==> config.mk <==
export PLATFORM = sky130hd
export DESIGN_NAME = fetch_stage
export DESIGN_NICKNAME = d
export VERILOG_FILES = /design/src/rtl/fetch_stage.sv
export SDC_FILE = /design/constraint.sdc
export NUM_CORES = 1
export LEC_CHECK = 0
export BUFFER_PORTS_ARGS = -buffer_cell sky130_fd_sc_hd__clkbuf_2
export CAP_MARGIN = 20
export CELL_PAD_IN_SITES_DETAIL_PLACEMENT = 1
export CELL_PAD_IN_SITES_GLOBAL_PLACEMENT = 1
export CORE_MARGIN = 5
export CORE_UTILIZATION = 38
export DETAILED_ROUTE_END_ITERATION = 12
export GPL_TIMING_DRIVEN = 1
export PLACE_DENSITY = 0.88
export REMOVE_ABC_BUFFERS = 1
export SLEW_MARGIN = 40
export SYNTH_ARGS = -nofsm -noshare
export SYNTH_HDL_FRONTEND = slang
export SYNTH_SLANG_ARGS = --single-unit
==> constraint.sdc <==
create_clock -name clk -period 2.9 [get_ports clk]
set_input_delay 0.29 -clock clk [delete_from_list [all_inputs] [get_ports clk]]
set_output_delay 0.29 -clock clk [all_outputs]
set_load 0.05 [all_outputs]
==> src/rtl/fetch_stage.sv <==
// Instruction-fetch stage: program counter, redirect handling and the IF/ID register.
// Instruction memory is external with asynchronous read.
module fetch_stage #(
  parameter logic [31:0] RESET_PC  = 32'h0000_0000,
  parameter logic [31:0] NOP_INSTR = 32'h0000_0013
) (
  input  logic        clk,
  input  logic        reset,
  input  logic        stall_f,
  input  logic        stall_d,
  input  logic        flush_d,
  input  logic        pc_src_e,
  input  logic [31:0] pc_target_e,
  output logic [31:0] imem_addr,
  input  logic [31:0] imem_rdata,
  output logic [31:0] pc_f,
  output logic [31:0] instr_d,
  output logic [31:0] pc_d,
  output logic [31:0] pc_plus4_d,
  output logic        valid_d,
  output logic        misalign_d
);

  logic [31:0] r_pc_f;
  logic [31:0] r_instr_d;
  logic [31:0] r_pc_d;
  logic [31:0] r_pc_plus4_d;
  logic        r_valid_d;
  logic        r_misalign_d;
  logic        r_misalign_f;
  logic [31:0] w_pc_plus4_f;
  logic [31:0] w_pc_redirect;
  logic        w_load_d;
  logic        w_unused;

  assign w_pc_plus4_f  = r_pc_f + 32'd4;
  assign w_pc_redirect = {pc_target_e[31:2], 2'b00};
  assign w_load_d      = !flush_d && !stall_d;
  // JALR clears bit 0 of the target, so it carries no information here
  assign w_unused      = pc_target_e[0];

  // A redirect beats stall_f so a taken branch is never lost
  always_ff @(posedge clk) begin
    if (reset) begin
      r_pc_f       <= RESET_PC;
      r_misalign_f <= 1'b0;
    end else if (pc_src_e) begin
      r_pc_f       <= w_pc_redirect;
      r_misalign_f <= pc_target_e[1];
    end else begin
      if (!stall_f) begin
        r_pc_f <= w_pc_plus4_f;
      end
      if (w_load_d) begin
        r_misalign_f <= 1'b0;
      end
    end
  end

  always_ff @(posedge clk) begin
    if (reset || flush_d) begin
      r_instr_d    <= NOP_INSTR;
      r_pc_d       <= 32'd0;
      r_pc_plus4_d <= 32'd0;
      r_valid_d    <= 1'b0;
      r_misalign_d <= 1'b0;
    end else if (!stall_d) begin
      r_instr_d    <= imem_rdata;
      r_pc_d       <= r_pc_f;
      r_pc_plus4_d <= w_pc_plus4_f;
      r_valid_d    <= 1'b1;
      r_misalign_d <= r_misalign_f;
    end
  end

  assign imem_addr  = r_pc_f;
  assign pc_f       = r_pc_f;
  assign instr_d    = r_instr_d;
  assign pc_d       = r_pc_d;
  assign pc_plus4_d = r_pc_plus4_d;
  assign valid_d    = r_valid_d;
  assign misalign_d = r_misalign_d;

endmodule
# Word-level counts from Yosys, hierarchy flattened
# Cells that the tools add are included.
[totals] elab_cells=20 in_bits=70 regBits=131
[op_classes] reduce_logical=6 add_sub_neg=1 muxes=4 eq_ne=1
[ops] operator="$mux 32" count=2
[ops] operator="$add 32x3->32 const B" count=1
[ops] operator="$logic_not 1->1" count=2
[ops] operator="$mux 1" count=2
[ops] operator="$ne 2x1->1 const B" count=1
[ops] operator="$reduce_bool 2->1" count=1
[ops] operator="$reduce_or 2->1" count=1
[ops] operator="$logic_and 1x1->1" count=1
[ops] operator="$logic_or 1x1->1" count=1

# Depth between registers and ports, before layout
[logic_depth] ltp_word=4 ltp_mapped=7 mapped_depth_nobuf=5

# Worst setup path before layout
# No wires, ideal clock.
[synth_timing] path_kind="flip-flop to flip-flop" start="register r_pc_f[12] (netlist: imem_addr[12])" end="register r_pc_f[22] (netlist: imem_addr[22])" n_path_buf=2 required_ns=2.809 path_stages_with_launch=7 arrival_time_ns=2.319 setup_slack_ns=0.490 period_less_slack_ns=2.410 cell_sequence="dfxtp_1 > buf_2 > nand4_4 > or4_1 > buf_2 > or4_1 > a311oi_1"
[synth_via] elab_chain_len=3
[synth_lines] element="start: declaration" line="24" rtl="logic [31:0] r_pc_f;"
[synth_lines] element="start signal: assignment" line="48" rtl="r_pc_f <= w_pc_redirect;"
[synth_lines] element="start signal: assignment" line="52" rtl="r_pc_f <= w_pc_plus4_f;"
[synth_lines] element="$add 32x3->32" line="36" rtl="assign w_pc_plus4_f = r_pc_f + 32'd4;"
[synth_lines] element="$mux 32" line="51" rtl="if (!stall_f) begin"
[synth_lines] element="$mux 32" line="47" rtl="end else if (pc_src_e) begin"
# Every way passes these cells. The select of a mux whose other input is x is not followed.
# A chain may end at the register's enable or synchronous reset.

# Worst setup path in the final report
[layout_timing] start="register r_pc_f[12] (netlist: imem_addr[12])" end="register r_pc_f[28] (netlist: imem_addr[28])"
# The elaborated chain is that of the path after synthesis.

==> impl_metrics.py <==
metrics = {
    "drt": {
        "vias_per_cell": 5.29,
        "ant_nets": 0,
        "vias": 5672,
        "wl_per_cell_um": 18.1,
        "drt_iter0_drc": 219,
        "dr.pass1.iters": 4,
        "route.detailed.drc": 0,
        "wirelength_um": 19400,
    },
    "timing": {
        "fin_ws_ns": 0.427,
        "worstMarginPinSlew_ns": 0.756,
        "relSlewSlack_pct": 49.6,
        "timing.final.crit_share_pct": 85.3,
        "fin_skew_ns": 0.00748,
        "max_freq_mhz": 404,
        "setup_viol": 0,
        "period_minus_slack_ns": 2.47,
        "finalHoldViolCount": 0,
        "tns_ns": 0,
        "drv_slew": 0,
        "rsz0062_at_grt": "false",
    },
    "worst_setup_path": {
        "crit_type": "register to register",
        "cp-startpoint": "imem_addr[12]",
        "crit_path_end_kind": "register",
        "crit_end": "imem_addr[28]",
        "arrival_ns": 2.79,
        "cp_common_cell": "or4_1",
        "r2r_end": "imem_addr[28]",
        "cp.required_ns": 3.21,
        "startpoint_type": "register",
        "cpMaxStageDelayCell": "or4_1",
        "r2r_cells": 4,
        "cp_max_fo": 18,
        "slowest_delay_ns": 0.83,
        "timing.rr.start": "imem_addr[12]",
        "path_cells": "nand4_4 > or4_1 > or4_1 > a311oi_1",
        "r2r_slack_ns": 0.43,
    },
    "clock_tree": {
        "cts_resized": 0,
        "cts_made_buffers": 17,
        "root_buffer": "clkbuf_16",
        "clockBufferDepth": 2,
        "cts_setup_buffers": 0,
        "ctsHoldBuffers": 0,
        "cts_tree": "yes",
        "clk_latency_ns": 0.41,
        "cts_sinks": 125,
        "clkTransAtPathRegs_ns": 0.05,
        "htreeDepth": 4,
    },
    "synth": {
        "synth_area_sq_um": 5930,
        "synth-seq-cells": 125,
        "ys_warn_count": 0,
        "syn_area_per_cell_sq_um": 8.68,
        "yosysSeqAreaShare_pct": 42.2,
        "synth_edf_count": 0,
        "netlist_instances": 683,
        "synthArstFlopShare_pct": 0,
        "synth_ff_type": "dfxtp_1",
        "yosys.cell_types.count": 49,
    },
    "hold_path": {
        "hold-path-cell-count": 3,
        "hold_path.class": "input pin to register",
    },
    "global_route": {
        "busiest_layer": "met2",
        "gr-usage-met1_pct": 25.7,
        "grt_pass1_vias": 5818,
        "grt_start_max_net_pins": 48,
        "use_met2_pct": 36.9,
        "grt-ovfl-total": 0,
        "track_usage_pct": 21.3,
        "antenna_found_initial": 0,
        "use_met3_pct": 7.12,
        "grt_pass1_wl_um": 31000,
    },
    "floorplan": {
        "start_util_pct": 38.8,
        "ioPinCount": 232,
        "rows": 45,
        "core-area_sq_um": 15300,
        "die_w_um": 135,
        "die_h_um": 135,
        "die-area_sq_um": 18200,
    },
    "job": {
        "max_cap_violations": 0,
    },
    "placed_design": {
        "dp_slack_ns": 0.494,
        "dp.cells": 1044,
        "place_congestion": 0.771,
        "hpwl_um": 13900,
        "port_buffers": 222,
    },
    "pwr": {
        "p_leak_nw": 3.32,
        "power_density_nw_per_um2": 629,
        "peakVddDrop_v": 0.000470,
    },
    "final_layout": {
        "drive_gt1_share_pct": 32.1,
        "synthToLayoutAreaGrowth_pct": 27.2,
        "diodes": 0,
        "final_cells": 1073,
        "layout.nets": 923,
    },
    "run_status": {
        "status": "finished, final reports clean",
    },
}
-- layout make-up --
cell class / instances / area, sq um
flip-flops and latches: 125 / 2500
clock inverters: 8 / 92.6
clock buffers: 21 / 470
well taps: 211 / 264
repair buffers: 244 / 1290
inverters: 13 / 48.8
fillers: 1870 / 7720
multi-input cells: 451 / 2870
-- layer usage --
layer  up-vias  part of all wire [%]
li1       2725                     -
met1      2758                    41
met2       179                    50
met3        10                   8.0
met4         0                  0.66
met5         -                     0
-- worst min path at each step --
stage,startpoint,endpoint,slack [ns]
6_report,imem_rdata[1],instr_d[1],0.10
5_1_grt,imem_rdata[26],instr_d[26],0.1
4_1_cts,imem_rdata[1],instr_d[1],0.09
3_5_place_dp,valid_d,valid_d,0.45
3_3_place_gp,valid_d,valid_d,0.44
2_1_floorplan,reset,imem_addr[2],0.36
-- sequential cells by signal (all words and copies together) (netlist names) --
| signal | cells |
|---|---|
| instr_d | 32 |
| r_misalign_f | 1 |
| misalign_d | 1 |
| valid_d | 1 |
| imem_addr | 30 |
| pc_d | 30 |
| pc_plus4_d | 30 |
-- cell families (layout without fill, tap and decap cells) --
group | count (synthesis) | count (layout) | synth area share (%)
AO/OA/AOI/OAI | 129 | 129 | 14.4
adder cells (fa/ha/maj) | 1 | 1 | 0.211
flip-flops | 125 | 125 | 42.2
other | 1 | 8 | 0.0633
buffers and inverters | 114 | 286 | 9.86
XOR/XNOR | 19 | 19 | 2.81
multiplexers | 63 | 63 | 10.7
AND/OR/NAND/NOR | 231 | 231 | 19.8
-- critical path, delay by kind of cell, from the launching register on --
kind	cells	cell delay, ns
simple gates	3	1.54
compound gates	1	0.26
flops	1	0.57
-- synthesized netlist by cell type (4+ instances only) --
library cell  count  area (sq um)
and2_1            5          31.3
nand2_1          31           116
o31a_1            6          52.6
clkbuf_1         49           184
nor4_1           10          62.6
xor2_1            5          43.8
o31ai_1          15           113
nand4_1          16           100
a31oi_1          14          87.6
a311oi_1          9          78.8
dfxtp_1         125          2500
buf_2             9          45.0
and4_1            7          61.3
a211oi_1         17           128
buf_4            38           285
nand3_1          11          55.1
o21ai_0          32           160
mux2i_1          62           621
nor2_1           93           349
and3_1            6          37.5
inv_1            12          45.0
xnor2_1          14           123
a21oi_1          21           105
nand2b_1          4          25.0
nor3_1           10          50.1
or3_1             8          50.1
nor2b_1           6          37.5
or4_1            15           113
-- where the power goes --
part	internal [mW]	leakage [nW]	switching (mW)
Combinational	0.214	2.02	0.591
Clock	1.31	0.280	0.746
Sequential	1.79	1.02	0.0887
-- metrics by stage --
stage                     total power, mW  instance area, sq um  hold slack [ns]  utilization, %
after floorplan                      2.43                  5420            0.359               -
final                                4.74                  7530            0.103            49.4
after CTS                            4.78                  7530           0.0882            49.4
after global placement               2.70                  6970            0.439            45.7
after detailed placement             2.72                  6970            0.445            45.7
after global routing                 4.92                  7530           0.0990            49.4
-- cell usage in the layout, fill, tap and decap left out, drive strengths merged, types with 8 or more instances in the layout --
master	instances
clkbuf	242
nand2	31
inv	12
mux2i	62
a31oi	14
o31ai	15
buf	23
nand3	11
a21oi	21
o21ai	32
nor2	93
a311oi	9
or4	15
dfxtp	125
conb	8
nand4	17
xnor2	14
a211oi	17
or3	8
nor3	10
nor4	10
(Power assumes the default switching activity.)
